`src/rtl/lsu_pkg.sv`:
```
// Shared encodings for the MEM-stage load/store sequencer: access sizes,
// FSM states, ACCESS_CYCLES limits and small request-decode helpers.
package lsu_pkg;

  localparam logic [1:0] SIZE_WORD    = 2'b00;
  localparam logic [1:0] SIZE_BYTE_ZX = 2'b01;
  localparam logic [1:0] SIZE_BYTE_SX = 2'b10;
  localparam logic [1:0] SIZE_RSVD    = 2'b11;

  localparam int ACCESS_CYCLES_MIN = 1;
  localparam int ACCESS_CYCLES_MAX = 4;
  // Wide enough to hold ACCESS_CYCLES_MAX-1
  localparam int TIMER_W = 2;

  typedef enum logic [1:0] {
    IDLE   = 2'd0,
    ACCESS = 2'd1,
    RESP   = 2'd2
  } lsu_state_e;

  function automatic int clamp_cycles(input int n);
    if (n < ACCESS_CYCLES_MIN) return ACCESS_CYCLES_MIN;
    if (n > ACCESS_CYCLES_MAX) return ACCESS_CYCLES_MAX;
    return n;
  endfunction

  // The memory has no reserved encoding, so anything unknown becomes a word access
  function automatic logic [1:0] mem_size(input logic [1:0] size);
    case (size)
      SIZE_BYTE_ZX: return SIZE_BYTE_ZX;
      SIZE_BYTE_SX: return SIZE_BYTE_SX;
      default:      return SIZE_WORD;
    endcase
  endfunction

  function automatic logic is_fault(input logic [1:0] size, input logic addr_lsb);
    return ((size == SIZE_WORD) && addr_lsb) || (size == SIZE_RSVD);
  endfunction

endpackage

```
`src/rtl/load_store_unit_if.sv`:
```
// Request, data-memory and writeback signals of the load/store unit.
// master = pipeline/memory side, slave = the load/store unit itself.
interface load_store_unit_if #(
  parameter int ADDR_W    = 16,
  parameter int DATA_W    = 16,
  parameter int REG_IDX_W = 3
);
  logic                 req_valid;
  logic                 req_ready;
  logic                 req_we;
  logic [1:0]           req_size;
  logic [ADDR_W-1:0]    req_addr;
  logic [DATA_W-1:0]    req_wdata;
  logic [REG_IDX_W-1:0] req_rd;

  logic                 mem_wr_en;
  logic                 mem_rd_en;
  logic [1:0]           mem_num_bytes;
  logic [ADDR_W-1:0]    mem_addr;
  logic [DATA_W-1:0]    mem_wdata;
  logic [DATA_W-1:0]    mem_rdata;

  logic                 wb_valid;
  logic                 wb_ready;
  logic                 wb_we;
  logic [REG_IDX_W-1:0] wb_rd;
  logic [DATA_W-1:0]    wb_data;
  logic                 wb_err;

  modport master (
    output req_valid, req_we, req_size, req_addr, req_wdata, req_rd,
    output mem_rdata, wb_ready,
    input  req_ready, mem_wr_en, mem_rd_en, mem_num_bytes, mem_addr, mem_wdata,
    input  wb_valid, wb_we, wb_rd, wb_data, wb_err
  );

  modport slave (
    input  req_valid, req_we, req_size, req_addr, req_wdata, req_rd,
    input  mem_rdata, wb_ready,
    output req_ready, mem_wr_en, mem_rd_en, mem_num_bytes, mem_addr, mem_wdata,
    output wb_valid, wb_we, wb_rd, wb_data, wb_err
  );
endinterface

```
`src/rtl/lsu_access_timer.sv`:
```
// Loadable down-counter that sets how long the memory inputs are held;
// done_o is high while the count is zero.
module lsu_access_timer #(
  parameter int CNT_W = 2
) (
  input  logic             clk,
  input  logic             reset,
  input  logic             load_i,
  input  logic [CNT_W-1:0] load_val_i,
  input  logic             en_i,
  output logic             done_o
);

  logic [CNT_W-1:0] cnt_q;
  logic [CNT_W-1:0] cnt_d;

  always_comb begin
    cnt_d = cnt_q;
    if (load_i) begin
      cnt_d = load_val_i;
    end else if (en_i && (cnt_q != '0)) begin
      cnt_d = cnt_q - 1'b1;
    end
  end

  always_ff @(posedge clk or posedge reset) begin
    if (reset) begin
      cnt_q <= '0;
    end else begin
      cnt_q <= cnt_d;
    end
  end

  assign done_o = (cnt_q == '0);

endmodule

```
`src/rtl/load_store_unit.sv`:
```
// MEM-stage load/store sequencer in front of the byte-addressed data memory.
// Optional ALIGN_CHECK_EN: odd word and reserved-size requests fault without touching memory.
module load_store_unit
  import lsu_pkg::*;
#(
  parameter int ADDR_W        = 16,
  parameter int DATA_W        = 16,
  parameter int REG_IDX_W     = 3,
  parameter int ACCESS_CYCLES = 1
) (
  input logic               clk,
  input logic               reset,
  load_store_unit_if.slave  bus
);

  // state  | meaning
  // IDLE   | no request held, ready for a new one
  // ACCESS | memory inputs driven from the captured request
  // RESP   | writeback response held until wb_ready

  localparam int                 CYC        = clamp_cycles(ACCESS_CYCLES);
  localparam logic [TIMER_W-1:0] TIMER_LOAD = TIMER_W'(CYC - 1);

  lsu_state_e           state_q;
  logic                 mem_wr_en_q;
  logic                 mem_rd_en_q;
  logic [1:0]           mem_size_q;
  logic [ADDR_W-1:0]    mem_addr_q;
  logic [DATA_W-1:0]    mem_wdata_q;
  logic [REG_IDX_W-1:0] rd_q;

  logic                 wb_valid_q;
  logic                 wb_we_q;
  logic [REG_IDX_W-1:0] wb_rd_q;
  logic [DATA_W-1:0]    wb_data_q;
`ifdef ALIGN_CHECK_EN
  logic                 wb_err_q;
`endif

  logic req_ready;
  logic fault;
  logic timer_done;

  // A retiring response frees the unit in the same cycle
  assign req_ready = (state_q == IDLE) || ((state_q == RESP) && bus.wb_ready);

`ifdef ALIGN_CHECK_EN
  assign fault = is_fault(bus.req_size, bus.req_addr[0]);
`else
  assign fault = 1'b0;
`endif

  lsu_access_timer #(
    .CNT_W (TIMER_W)
  ) u_timer (
    .clk        (clk),
    .reset      (reset),
    .load_i     (req_ready && bus.req_valid && !fault),
    .load_val_i (TIMER_LOAD),
    .en_i       (state_q == ACCESS),
    .done_o     (timer_done)
  );

  always_ff @(posedge clk or posedge reset) begin
    if (reset) begin
      state_q     <= IDLE;
      mem_wr_en_q <= 1'b0;
      mem_rd_en_q <= 1'b0;
      mem_size_q  <= SIZE_WORD;
      mem_addr_q  <= '0;
      mem_wdata_q <= '0;
      rd_q        <= '0;
      wb_valid_q  <= 1'b0;
      wb_we_q     <= 1'b0;
      wb_rd_q     <= '0;
      wb_data_q   <= '0;
`ifdef ALIGN_CHECK_EN
      wb_err_q    <= 1'b0;
`endif
    end else begin
      unique case (state_q)
        IDLE, RESP: begin
          if (req_ready) begin
            wb_valid_q <= 1'b0;
`ifdef ALIGN_CHECK_EN
            wb_err_q   <= 1'b0;
`endif
            if (bus.req_valid) begin
              rd_q <= bus.req_rd;
              if (fault) begin
                state_q    <= RESP;
                wb_valid_q <= 1'b1;
                wb_we_q    <= 1'b0;
                wb_data_q  <= '0;
                wb_rd_q    <= bus.req_rd;
`ifdef ALIGN_CHECK_EN
                wb_err_q   <= 1'b1;
`endif
              end else begin
                state_q     <= ACCESS;
                mem_wr_en_q <= bus.req_we;
                mem_rd_en_q <= !bus.req_we;
                mem_size_q  <= mem_size(bus.req_size);
                mem_addr_q  <= bus.req_addr;
                mem_wdata_q <= bus.req_wdata;
              end
            end else begin
              state_q <= IDLE;
            end
          end
        end
        ACCESS: begin
          if (timer_done) begin
            state_q     <= RESP;
            mem_wr_en_q <= 1'b0;
            mem_rd_en_q <= 1'b0;
            mem_size_q  <= SIZE_WORD;
            mem_addr_q  <= '0;
            mem_wdata_q <= '0;
            wb_valid_q  <= 1'b1;
            wb_rd_q     <= rd_q;
            if (mem_wr_en_q) begin
              wb_we_q   <= 1'b0;
              wb_data_q <= '0;
            end else begin
              wb_we_q   <= 1'b1;
              wb_data_q <= bus.mem_rdata;
            end
          end
        end
        default: state_q <= IDLE;
      endcase
    end
  end

  assign bus.req_ready     = req_ready;
  assign bus.mem_wr_en     = mem_wr_en_q;
  assign bus.mem_rd_en     = mem_rd_en_q;
  assign bus.mem_num_bytes = mem_size_q;
  assign bus.mem_addr      = mem_addr_q;
  assign bus.mem_wdata     = mem_wdata_q;
  assign bus.wb_valid      = wb_valid_q;
  assign bus.wb_we         = wb_we_q;
  assign bus.wb_rd         = wb_rd_q;
  assign bus.wb_data       = wb_data_q;
`ifdef ALIGN_CHECK_EN
  assign bus.wb_err        = wb_err_q;
`else
  assign bus.wb_err        = 1'b0;
`endif

endmodule

```
`src/flat_wrapper.sv`:
```
// flat-port wrapper written by rule: the top's interface ports become plain ports
module load_store_unit_flat import lsu_pkg::*;
#(
  parameter int ADDR_W        = 16,
  parameter int DATA_W        = 16,
  parameter int REG_IDX_W     = 3,
  parameter int ACCESS_CYCLES = 1
)
  (clk, reset, bus_req_valid, bus_req_we, bus_req_size, bus_req_addr, bus_req_wdata, bus_req_rd, bus_mem_rdata, bus_wb_ready, bus_req_ready, bus_mem_wr_en, bus_mem_rd_en, bus_mem_num_bytes, bus_mem_addr, bus_mem_wdata, bus_wb_valid, bus_wb_we, bus_wb_rd, bus_wb_data, bus_wb_err);
  load_store_unit_if #(.ADDR_W(ADDR_W), .DATA_W(DATA_W), .REG_IDX_W(REG_IDX_W)) bus_i ();
  input logic clk;
  input logic reset;
  input wire logic [$bits(bus_i.req_valid)-1:0] bus_req_valid;
  input wire logic [$bits(bus_i.req_we)-1:0] bus_req_we;
  input wire logic [$bits(bus_i.req_size)-1:0] bus_req_size;
  input wire logic [$bits(bus_i.req_addr)-1:0] bus_req_addr;
  input wire logic [$bits(bus_i.req_wdata)-1:0] bus_req_wdata;
  input wire logic [$bits(bus_i.req_rd)-1:0] bus_req_rd;
  input wire logic [$bits(bus_i.mem_rdata)-1:0] bus_mem_rdata;
  input wire logic [$bits(bus_i.wb_ready)-1:0] bus_wb_ready;
  output wire logic [$bits(bus_i.req_ready)-1:0] bus_req_ready;
  output wire logic [$bits(bus_i.mem_wr_en)-1:0] bus_mem_wr_en;
  output wire logic [$bits(bus_i.mem_rd_en)-1:0] bus_mem_rd_en;
  output wire logic [$bits(bus_i.mem_num_bytes)-1:0] bus_mem_num_bytes;
  output wire logic [$bits(bus_i.mem_addr)-1:0] bus_mem_addr;
  output wire logic [$bits(bus_i.mem_wdata)-1:0] bus_mem_wdata;
  output wire logic [$bits(bus_i.wb_valid)-1:0] bus_wb_valid;
  output wire logic [$bits(bus_i.wb_we)-1:0] bus_wb_we;
  output wire logic [$bits(bus_i.wb_rd)-1:0] bus_wb_rd;
  output wire logic [$bits(bus_i.wb_data)-1:0] bus_wb_data;
  output wire logic [$bits(bus_i.wb_err)-1:0] bus_wb_err;
  assign bus_i.req_valid = bus_req_valid;
  assign bus_i.req_we = bus_req_we;
  assign bus_i.req_size = bus_req_size;
  assign bus_i.req_addr = bus_req_addr;
  assign bus_i.req_wdata = bus_req_wdata;
  assign bus_i.req_rd = bus_req_rd;
  assign bus_i.mem_rdata = bus_mem_rdata;
  assign bus_i.wb_ready = bus_wb_ready;
  assign bus_req_ready = bus_i.req_ready;
  assign bus_mem_wr_en = bus_i.mem_wr_en;
  assign bus_mem_rd_en = bus_i.mem_rd_en;
  assign bus_mem_num_bytes = bus_i.mem_num_bytes;
  assign bus_mem_addr = bus_i.mem_addr;
  assign bus_mem_wdata = bus_i.mem_wdata;
  assign bus_wb_valid = bus_i.wb_valid;
  assign bus_wb_we = bus_i.wb_we;
  assign bus_wb_rd = bus_i.wb_rd;
  assign bus_wb_data = bus_i.wb_data;
  assign bus_wb_err = bus_i.wb_err;
  load_store_unit #(.ADDR_W(ADDR_W), .DATA_W(DATA_W), .REG_IDX_W(REG_IDX_W), .ACCESS_CYCLES(ACCESS_CYCLES)) u_core (.clk(clk), .reset(reset), .bus(bus_i));
endmodule
```
`config.mk`:
```
export PLATFORM = sky130hd
export DESIGN_NAME = load_store_unit_flat
export DESIGN_NICKNAME = d
export VERILOG_FILES = /design/src/rtl/lsu_pkg.sv /design/src/rtl/load_store_unit_if.sv /design/src/rtl/lsu_access_timer.sv /design/src/rtl/load_store_unit.sv /design/src/flat_wrapper.sv
export SDC_FILE = /design/constraint.sdc
export NUM_CORES = 1
export LEC_CHECK = 0
export ABC_AREA = 0
export CORE_ASPECT_RATIO = 1.75
export CORE_MARGIN = 2
export CORE_UTILIZATION = 41
export DETAILED_ROUTE_END_ITERATION = 12
export GPL_ROUTABILITY_DRIVEN = 0
export PLACE_DENSITY_LB_ADDON = 0.25
export SYNTH_ARGS = -nofsm -noshare
export SYNTH_HDL_FRONTEND = slang
export SYNTH_HIERARCHICAL = 1
export SYNTH_SLANG_ARGS = --single-unit
```
`constraint.sdc`:
```
create_clock -name clk -period 2.4 [get_ports clk]
set_input_delay 0.72 -clock clk [delete_from_list [all_inputs] [get_ports clk]]
set_output_delay 0.72 -clock clk [all_outputs]
set_load 0.02 [all_outputs]
```
* After elaboration in Yosys (flattened, before gate mapping) *
Index checks and enable logic that the tools add are counted.

storage, ports and cells
  bits in registers = 64
  bits of input ports = 58
  output and inout port bits = 59
  logic and storage cells = 66

cells by class
  add/sub/neg operators = 1
  equality and inequality tests = 7
  multiplexer cells = 30
  reduce and logical (&&, ||, !) cells = 16

operators by type and width
  kind                                                    count
  2-to-1 mux 16 bit                                       6
  case mux 16 bit (2 select lines)                        2
  2-to-1 mux 2 bit                                        7
  case mux 2 bit (2 select lines)                         3
  2-to-1 mux 1 bit                                        9
  case mux 1 bit (2 select lines)                         3
  AND reduction 3 bit                                     2
  nonzero test 2 bit                                      3
  equality test 2 x 1 -> 1 bit (second input constant)    2
  equality test 2 bit (second input constant)             2
  logical NOT 2 bit                                       2
  inequality test 2 x 1 -> 1 bit (second input constant)  2
  AND reduction 2 bit                                     2
  AND reduction 4 bit                                     1
  logical AND 1 bit                                       3
  inequality test 2 bit (second input constant)           1
  OR reduction 2 bit                                      1
  subtractor 2 x 1 -> 2 bit (second input constant)       1
  logical NOT 1 bit                                       1
  logical OR 1 bit                                        1

* Depth between registers and ports, before layout *
Gate-level depths: netlist (run 1).

  depth in word-level cells = 5
  depth in mapped cells = 6
  mapped depth without buffers = 5

* Cells and area by module *
Netlist (run 1), hierarchy kept.

modules (own cells, without submodules)
  module            times used  cells each  area an instance (µm²)  seq. area each (µm²)
  load_store_unit   1           186         2421.1                  1551.5
  lsu_access_timer  1           13          135.1                   50.0

* Worst setup path before layout (run 1) *
No wires, ideal clock.

  path kind = input to register
  start = input bus_wb_ready
  end = register u_core.u_timer.cnt_q[0]
  library setup time = 0.126 ns
  data arrival time = 1.833 ns
  data required time = 2.274 ns
  setup slack = 0.441 ns
  stages on the path = 6
  path buffers = 2
  cells stage by stage = nand2b_2 > and3_4 > buf_6 > buf_2 > and2b_4 > a221o_1

between the ends
  word-level cells in the longest chain between the ends = 4
  elaborated cells on any way between the ends = 5
  classes of those cells = mux: 1; reduce/logical: 4

RTL lines
  item                                                           RTL line                source
  from (decl)                                                    flat_wrapper.sv:20      input wire logic [$bits(bus_i.wb_ready)-1:0] bus_wb_ready;
  logical AND 1 bit (*)                                          load_store_unit.sv:45   assign req_ready = (state_q == IDLE) || ((state_q == RESP) && bus.wb_ready);
  logical OR 1 bit (*)                                           load_store_unit.sv:45
  logical AND 1 bit (*)                                          load_store_unit.sv:58   .load_i (req_ready && bus.req_valid && !fault),
  2-to-1 mux 2 bit / nonzero test 2 bit (equally long branches)  n/a
  to (signal assigned)                                           lsu_access_timer.sv:30  cnt_q <= cnt_d;
  to (decl)                                                      lsu_access_timer.sv:14  logic [CNT_W-1:0] cnt_q;

Every way passes the cells marked *; elsewhere a longest branch is shown, timed or not.
A chain may end at the register's enable or synchronous reset.

* Final worst setup path (run 1) *
  start = input bus_wb_ready
  end = output bus_req_ready

between the ends
  word-level cells in the longest chain between the ends = 2

RTL lines
  item               RTL line               source
  logical AND 1 bit  load_store_unit.sv:45
  logical OR 1 bit   load_store_unit.sv:45
  to (decl)          flat_wrapper.sv:21     output wire logic [$bits(bus_i.req_ready)-1:0] bus_req_ready;

No other way between the ends.

==> results of run 1 <==
worst max-delay path: stages:
cell	delay (ns)
sky130_fd_sc_hd__clkdlybuf4s50_1	0.50
sky130_fd_sc_hd__nor2b_2	0.05
sky130_fd_sc_hd__nor2_1	0.08
sky130_fd_sc_hd__clkbuf_2	0.17
sequential cells by signal (all words and copies together), names as in the netlist:
signal	count
u_core/bus.mem_addr	16
u_core/bus.mem_num_bytes	2
u_core/bus.mem_rd_en	1
u_core/bus.mem_wdata	16
u_core/bus.mem_wr_en	1
u_core/bus.wb_data	16
u_core/bus.wb_rd	3
u_core/bus.wb_valid	1
u_core/bus.wb_we	1
u_core/rd_q	3
u_core/state_q	2
u_core/u_timer/cnt_q	2
path summary, 6_finish.rpt:
| check | from | endpoint | slack [ns] | depth (start not counted) |
|---|---|---|---|---|
| max | bus_wb_ready | bus_req_ready | 0.15 | 4 |
| min | u_core/bus.wb_data[9] | u_core/bus.wb_data[9] | 0.48 | 2 |
| max reg2reg | u_core/u_timer/cnt_q[0] | u_core/bus.wb_data[1] | 0.79 | 6 |
| min reg2reg | u_core/bus.wb_data[9] | u_core/bus.wb_data[9] | 0.48 | 2 |
| max in group asynchronous | reset | u_core/bus.mem_addr[8] | 1.10 | 3 |
| min in group asynchronous | reset | u_core/u_timer/cnt_q[0] | 0.59 | 2 |
placed cells by master, fill, tap and decap left out, types with 6 or more instances in the layout:
cell type	netlist	layout
sky130_fd_sc_hd__clkbuf_8	0	10
sky130_fd_sc_hd__buf_4	1	8
sky130_fd_sc_hd__clkbuf_1	4	6
sky130_fd_sc_hd__clkdlybuf4s50_1	0	114
sky130_fd_sc_hd__nand2_1	18	18
sky130_fd_sc_hd__nand2b_1	17	17
sky130_fd_sc_hd__inv_1	8	7
sky130_fd_sc_hd__dfrtp_1	64	64
sky130_fd_sc_hd__o21ai_0	19	19
sky130_fd_sc_hd__a22o_1	34	34
per-layer routing:
metal	GRT usage, %	share of wire [%]	vias to the layer above
met4	9.32	2.8	0
li1	-	-	945
met5	0	0	-
met1	21.0	39	946
met2	31.2	52	67
met3	7.28	5.5	12
stage by stage:
step | util, % | setup WS [ns]
3_5_place_dp | 62.1 | -0.275
4_1_cts | 64.7 | 0.0156
2_1_floorplan | - | 0.139
6_report | 64.7 | 0.149
5_1_grt | 64.7 | 0.0803
3_3_place_gp | 62.1 | -0.250
area by class of cell:
class | instances | area, sq um | area share, %
Clock buffer | 16 | 160 | 4.04
Multi-Input combinational cell | 115 | 826 | 20.8
Inverter | 9 | 33.8 | 0.851
Sequential cell | 64 | 1600 | 40.4
Timing Repair Buffer | 125 | 1250 | 31.4
Tap cell | 80 | 100 | 2.52
power groups by stage:
stage / Combinational, uW / Sequential [uW] / Clock [uW]
2_1_floorplan: 1080 / 2350 / 0
3_3_place_gp: 2730 / 1840 / 0
3_5_place_dp: 2770 / 1850 / 0
4_1_cts: 2770 / 1840 / 812
5_1_grt: 2930 / 1910 / 864
6_report: 2730 / 1840 / 773
cell families (layout without fill, tap and decap cells):
| logic type | after synthesis | in the layout | share of synthesized area (%) |
|---|---|---|---|
| buffers and inverters | 22 | 150 | 5.43 |
| adders and majority gates | 1 | 1 | 0.489 |
| muxes | 6 | 6 | 2.94 |
| DFF | 64 | 64 | 62.7 |
| AOI/OAI and AO/OA | 59 | 59 | 18.1 |
| and+or+nand+nor | 46 | 46 | 10.3 |
| other | 1 | 3 | 0.147 |
what timing repair did:
item / in CTS / in global routing
cloned: 0 / 0
resized for setup: 2 / 2
buffers inserted: 0 / 0
setup endpoints to repair: 1 / 1
==> impl_metrics.toml, run 1 <==
[logic_synthesis]
yosysWarningCount = 6
list_of_most_frequent_post_synthesis_cells = "sky130_fd_sc_hd__dfrtp_1 (64), sky130_fd_sc_hd__a22o_1 (34), sky130_fd_sc_hd__o21ai_0 (19), sky130_fd_sc_hd__nand2_1 (18), sky130_fd_sc_hd__nand2b_1 (17)"
syn_area_sq_um = 2560
synth_ff_type = "sky130_fd_sc_hd__dfrtp_1"
most_numerous_cell_in_the_yosys_netlist = "sky130_fd_sc_hd__dfrtp_1"
post_synth_main_area_contributors = "sky130_fd_sc_hd__dfrtp_1 (63%), sky130_fd_sc_hd__a22o_1 (12%), sky130_fd_sc_hd__nand2b_1 (4.2%)"
post_synth.cell_area_avg_sq_um = 12.8
count_of_flip_flops_with_a_built_in_enable_after_synthesis = 0
asyncSetResetFlopFracSynth_pct = 100
synthesis.instances = 199
synth.yosys.seq_area_share_pct = 62.7
yosys.area.top_type_share_pct = 62.7
yosys.area.top_type = "sky130_fd_sc_hd__dfrtp_1"
synth-seq-cells = 64
synthDistinctLibCells = 29

[setup_path]
critPathCaptureType = "output pin"
worst-endpoint-required_ns = 1.68
critical_path_peak_fanout = 2
criticalPathCategory = "primary input to output pin"
crit_path_start_kind = "primary input"
cp_data_arrival_time_ns = 1.53

[power_and_ir_drop]
power_uw = 5340
power.clock.fraction_pct = 14.5
p_switching_uw = 1960
sw_frac_of_total_pct = 36.8
power_per_cell_area_nw_per_um2 = 1350
power_leakage_uw = 0.00178
power_report.internal_total_uw = 3380
worst_vdd_drop_mv = 0.675
part_of_the_power_in_registers_pct = 34.4
combinationalPowerShare_pct = 51.1

[cts]
clock_latency_ns = 0.34
clock_sinks = 64
clk_transition_reported_paths_ns = 0.06
tritoncts = "done"
tritoncts.num_buffers = 9
cts_hold_repair.buffers = 0
ctsRootBufferMaster = "sky130_fd_sc_hd__clkbuf_8"
h_tree_lvl_count = 3
cts.path.max_buffers = 2

[floorplanning]
floorplan.rows = 38
dieWidth_um = 63.7
die_h_um = 108
floorplan.core_area_sq_um = 6130
start_util_pct = 41.7
die-area_sq_um = 6910
design.portCount = 117

[timing]
worst_hold_slack_ns = 0.481
clock_skew_ns = 0.00479
rsz0062_at_grt = "false"
min_period_over_period_pct = 93.8
report.final.slew_viol_count = 0
final-setup-viol-count = 0
post-route-min-period_ns = 2.25
timing_hold_violations_final = 0
achievable-frequency_mhz = 444
tns_ns = 0

[finish]
n_antenna_cell = 0
flow.area_growth_from_synthesis_pct = 55.2
drive_gt1_share_pct = 10.6
layoutNonFillerInstCount = 409
final_net_count = 383
final.fill_count = 497
final_cell_area_sq_um = 3970

[global_route]
groute.usage.overall_pct = 18.8
grt_pass1_vias = 1976
globalRoute.totalOverflow = 0
wire_length_of_the_first_global_routing_pass_mm = 9.65
antenna_found_initial = 0
grt_start_max_net_pins = 30

[detailed_routing]
mean_number_of_vias_per_cell = 4.82
route.final.wire_length_mm = 5.94
drt_first_iter_violations = 84
routed-via-count = 1970
post-route-drc-count = 0
route.detailed.wl_per_inst_um = 14.5
detail_route.first_pass.iterations = 4
number_of_nets_with_antenna_violations_after_routing = 0

[place]
hpwl_mm = 4.31
area_after_detailed_placement_sq_um = 3810
buffer_ports.inserted = 115
dpl.cell_count = 393

[status]
status = "complete, no violations"

[flow_run]
max_cap_viol_count = 0

[min_path]
worstHoldPathType = "flip-flop to flip-flop"
Power figures use the tool's default switching activity.
==> inputs of run 2 (changes only) <==
Settings changed: CTS_CLUSTER_DIAMETER set to 80.
==> results of run 2 <==
No change in the layout: final DEF, timing and power equal those of run 1.
==> inputs of run 3 (changes only) <==
Settings changed: CTS_CLUSTER_SIZE set to 12, MAX_ROUTING_LAYER set to met4.
==> run 3 against run 2 <==
Net effect:
- largest cell class unchanged
- sequential power about the same
- non-clock buffer count unchanged
- register-to-register slack about the same
- sequential cell count unchanged
==> impl_metrics.toml, run 3 (same netlist as run 1, synthesis figures left out) <==
[power_and_ir_drop]
combinationalPowerShare_pct = 51.1
power.clock.fraction_pct = 14.5
power_report.internal_total_uw = 3380
power_leakage_uw = 0.00178
part_of_the_power_in_registers_pct = 34.4
power_uw = 5340
worst_vdd_drop_mv = 0.676
sw_frac_of_total_pct = 36.8
power_per_cell_area_nw_per_um2 = 1350
p_switching_uw = 1960

[floorplanning]
design.portCount = 117
die-area_sq_um = 6910
die_h_um = 108
floorplan.rows = 38
dieWidth_um = 63.7
start_util_pct = 41.7
floorplan.core_area_sq_um = 6130

[timing]
rsz0062_at_grt = "false"
post-route-min-period_ns = 2.25
report.final.slew_viol_count = 0
timing_hold_violations_final = 0
min_period_over_period_pct = 93.8
setup_slack_ns = 0.149
final-setup-viol-count = 0
achievable-frequency_mhz = 444
clock_skew_ns = 0.00497
tns_ns = 0

[place]
hpwl_mm = 4.31
buffer_ports.inserted = 115
area_after_detailed_placement_sq_um = 3810
detailedPlace.worstSlack_ns = -0.275

[detailed_routing]
route.final.wire_length_mm = 5.98
mean_number_of_vias_per_cell = 4.82
detail_route.first_pass.iterations = 4
route.detailed.wl_per_inst_um = 14.6
drt_first_iter_violations = 96
routed-via-count = 1973
post-route-drc-count = 0
number_of_nets_with_antenna_violations_after_routing = 0

[setup_path]
crit_path_start_kind = "primary input"
criticalPathCategory = "primary input to output pin"
cp_data_arrival_time_ns = 1.53
r2r-end = "u_core/bus.wb_data[1]"
worst-endpoint-required_ns = 1.68
r2r.worst_path.cells = 6
critPathCaptureType = "output pin"
setup.reg_to_reg.worst_slack_ns = 0.80
critical_path_peak_fanout = 2
timing.rr.start = "u_core/u_timer/cnt_q[0]"

[global_route]
globalRoute.totalOverflow = 0
antenna_found_initial = 0
grt_start_max_net_pins = 30
groute.usage.overall_pct = 19.4
wire_length_of_the_first_global_routing_pass_mm = 9.67
grt_pass1_vias = 1972

[cts]
tritoncts.num_buffers = 9
ctsRootBufferMaster = "sky130_fd_sc_hd__clkbuf_8"
h_tree_lvl_count = 3
clk_transition_reported_paths_ns = 0.06
cts_hold_repair.buffers = 0
tritoncts = "done"
post_cts.repair.setup_buffers = 0
clock_latency_ns = 0.34
cts.path.max_buffers = 2
clock_sinks = 64

[finish]
drive_gt1_share_pct = 10.6
final_net_count = 383
leading_cell_types_in_the_layout_fill_and_taps_excluded = "sky130_fd_sc_hd__clkdlybuf4s50_1 (114), sky130_fd_sc_hd__dfrtp_1 (64), sky130_fd_sc_hd__a22o_1 (34), sky130_fd_sc_hd__o21ai_0 (19), sky130_fd_sc_hd__nand2_1 (18)"
final_cell_area_sq_um = 3970
final_common_cell = "sky130_fd_sc_hd__clkdlybuf4s50_1"
finalCoreUtilization_pct = 64.7
n_antenna_cell = 0
flow.area_growth_from_synthesis_pct = 55.2

[status]
status = "complete, no violations"

[min_path]
worst_hold_path.num_cells = 2
worstHoldPathType = "flip-flop to flip-flop"
whs_endpoint = "u_core/bus.wb_data[9]"
timing.hold.worst.start = "u_core/bus.wb_data[9]"

[flow_run]
max_cap_viol_count = 0
==> run 3: cell counts in the layout (fill, tap and decap cells not counted) <==
Identical to the previous run, type by type.
==> run 3: worst max-delay path by stage <==
stage / from / to / cells past startpoint
after floorplan: reset / u_core/bus.mem_addr[0] / 1
after global placement: bus_wb_ready / bus_req_ready / 4
after detailed placement: bus_wb_ready / bus_req_ready / 4
after CTS: bus_wb_ready / bus_req_ready / 4
after global routing: bus_wb_ready / bus_req_ready / 4
final: bus_wb_ready / bus_req_ready / 4
==> run 3: worst max-delay path, cell delays in order <==
cell	delay, ns
sky130_fd_sc_hd__clkdlybuf4s50_1	0.50
sky130_fd_sc_hd__nor2b_2	0.05
sky130_fd_sc_hd__nor2_1	0.08
sky130_fd_sc_hd__clkbuf_2	0.17
==> run 3: per-layer routing <==
layer	global-route usage (%)	up-vias	part of all wire, %
met3	6.04	13	5.0
met2	31.2	71	52
li1	-	943	-
met1	21.3	946	39
met5	-	-	0
met4	10.7	0	3.0
==> run 3: power groups by stage <==
stage	clock (uW)	combinational [uW]	sequential [uW]
after floorplan	0	1080	2350
after global placement	0	2730	1840
after detailed placement	0	2770	1850
after CTS	812	2770	1840
after global routing	863	2930	1910
final	775	2730	1840
==> run 3: area by class of cell <==
cell class                      instances  area [sq um]
Timing Repair Buffer                  125          1250
Clock buffer                           16           160
Fill cell                             497          2170
Inverter                                9          33.8
Sequential cell                        64          1600
Multi-Input combinational cell        115           826
Tap cell                               80           100
==> run 3: what timing repair did <==
| action | CTS | global route |
|---|---|---|
| pin swaps | 0 | 0 |
| setup endpoints to repair | 1 | 1 |
| gates resized for setup | 2 | 2 |
==> run 3: metrics by stage <==
step                      hold WS (ns)  instances
after floorplan                  0.461        201
after global placement           0.462        393
after detailed placement         0.472        393
after CTS                        0.486        409
after global routing             0.515        409
final                            0.481        409
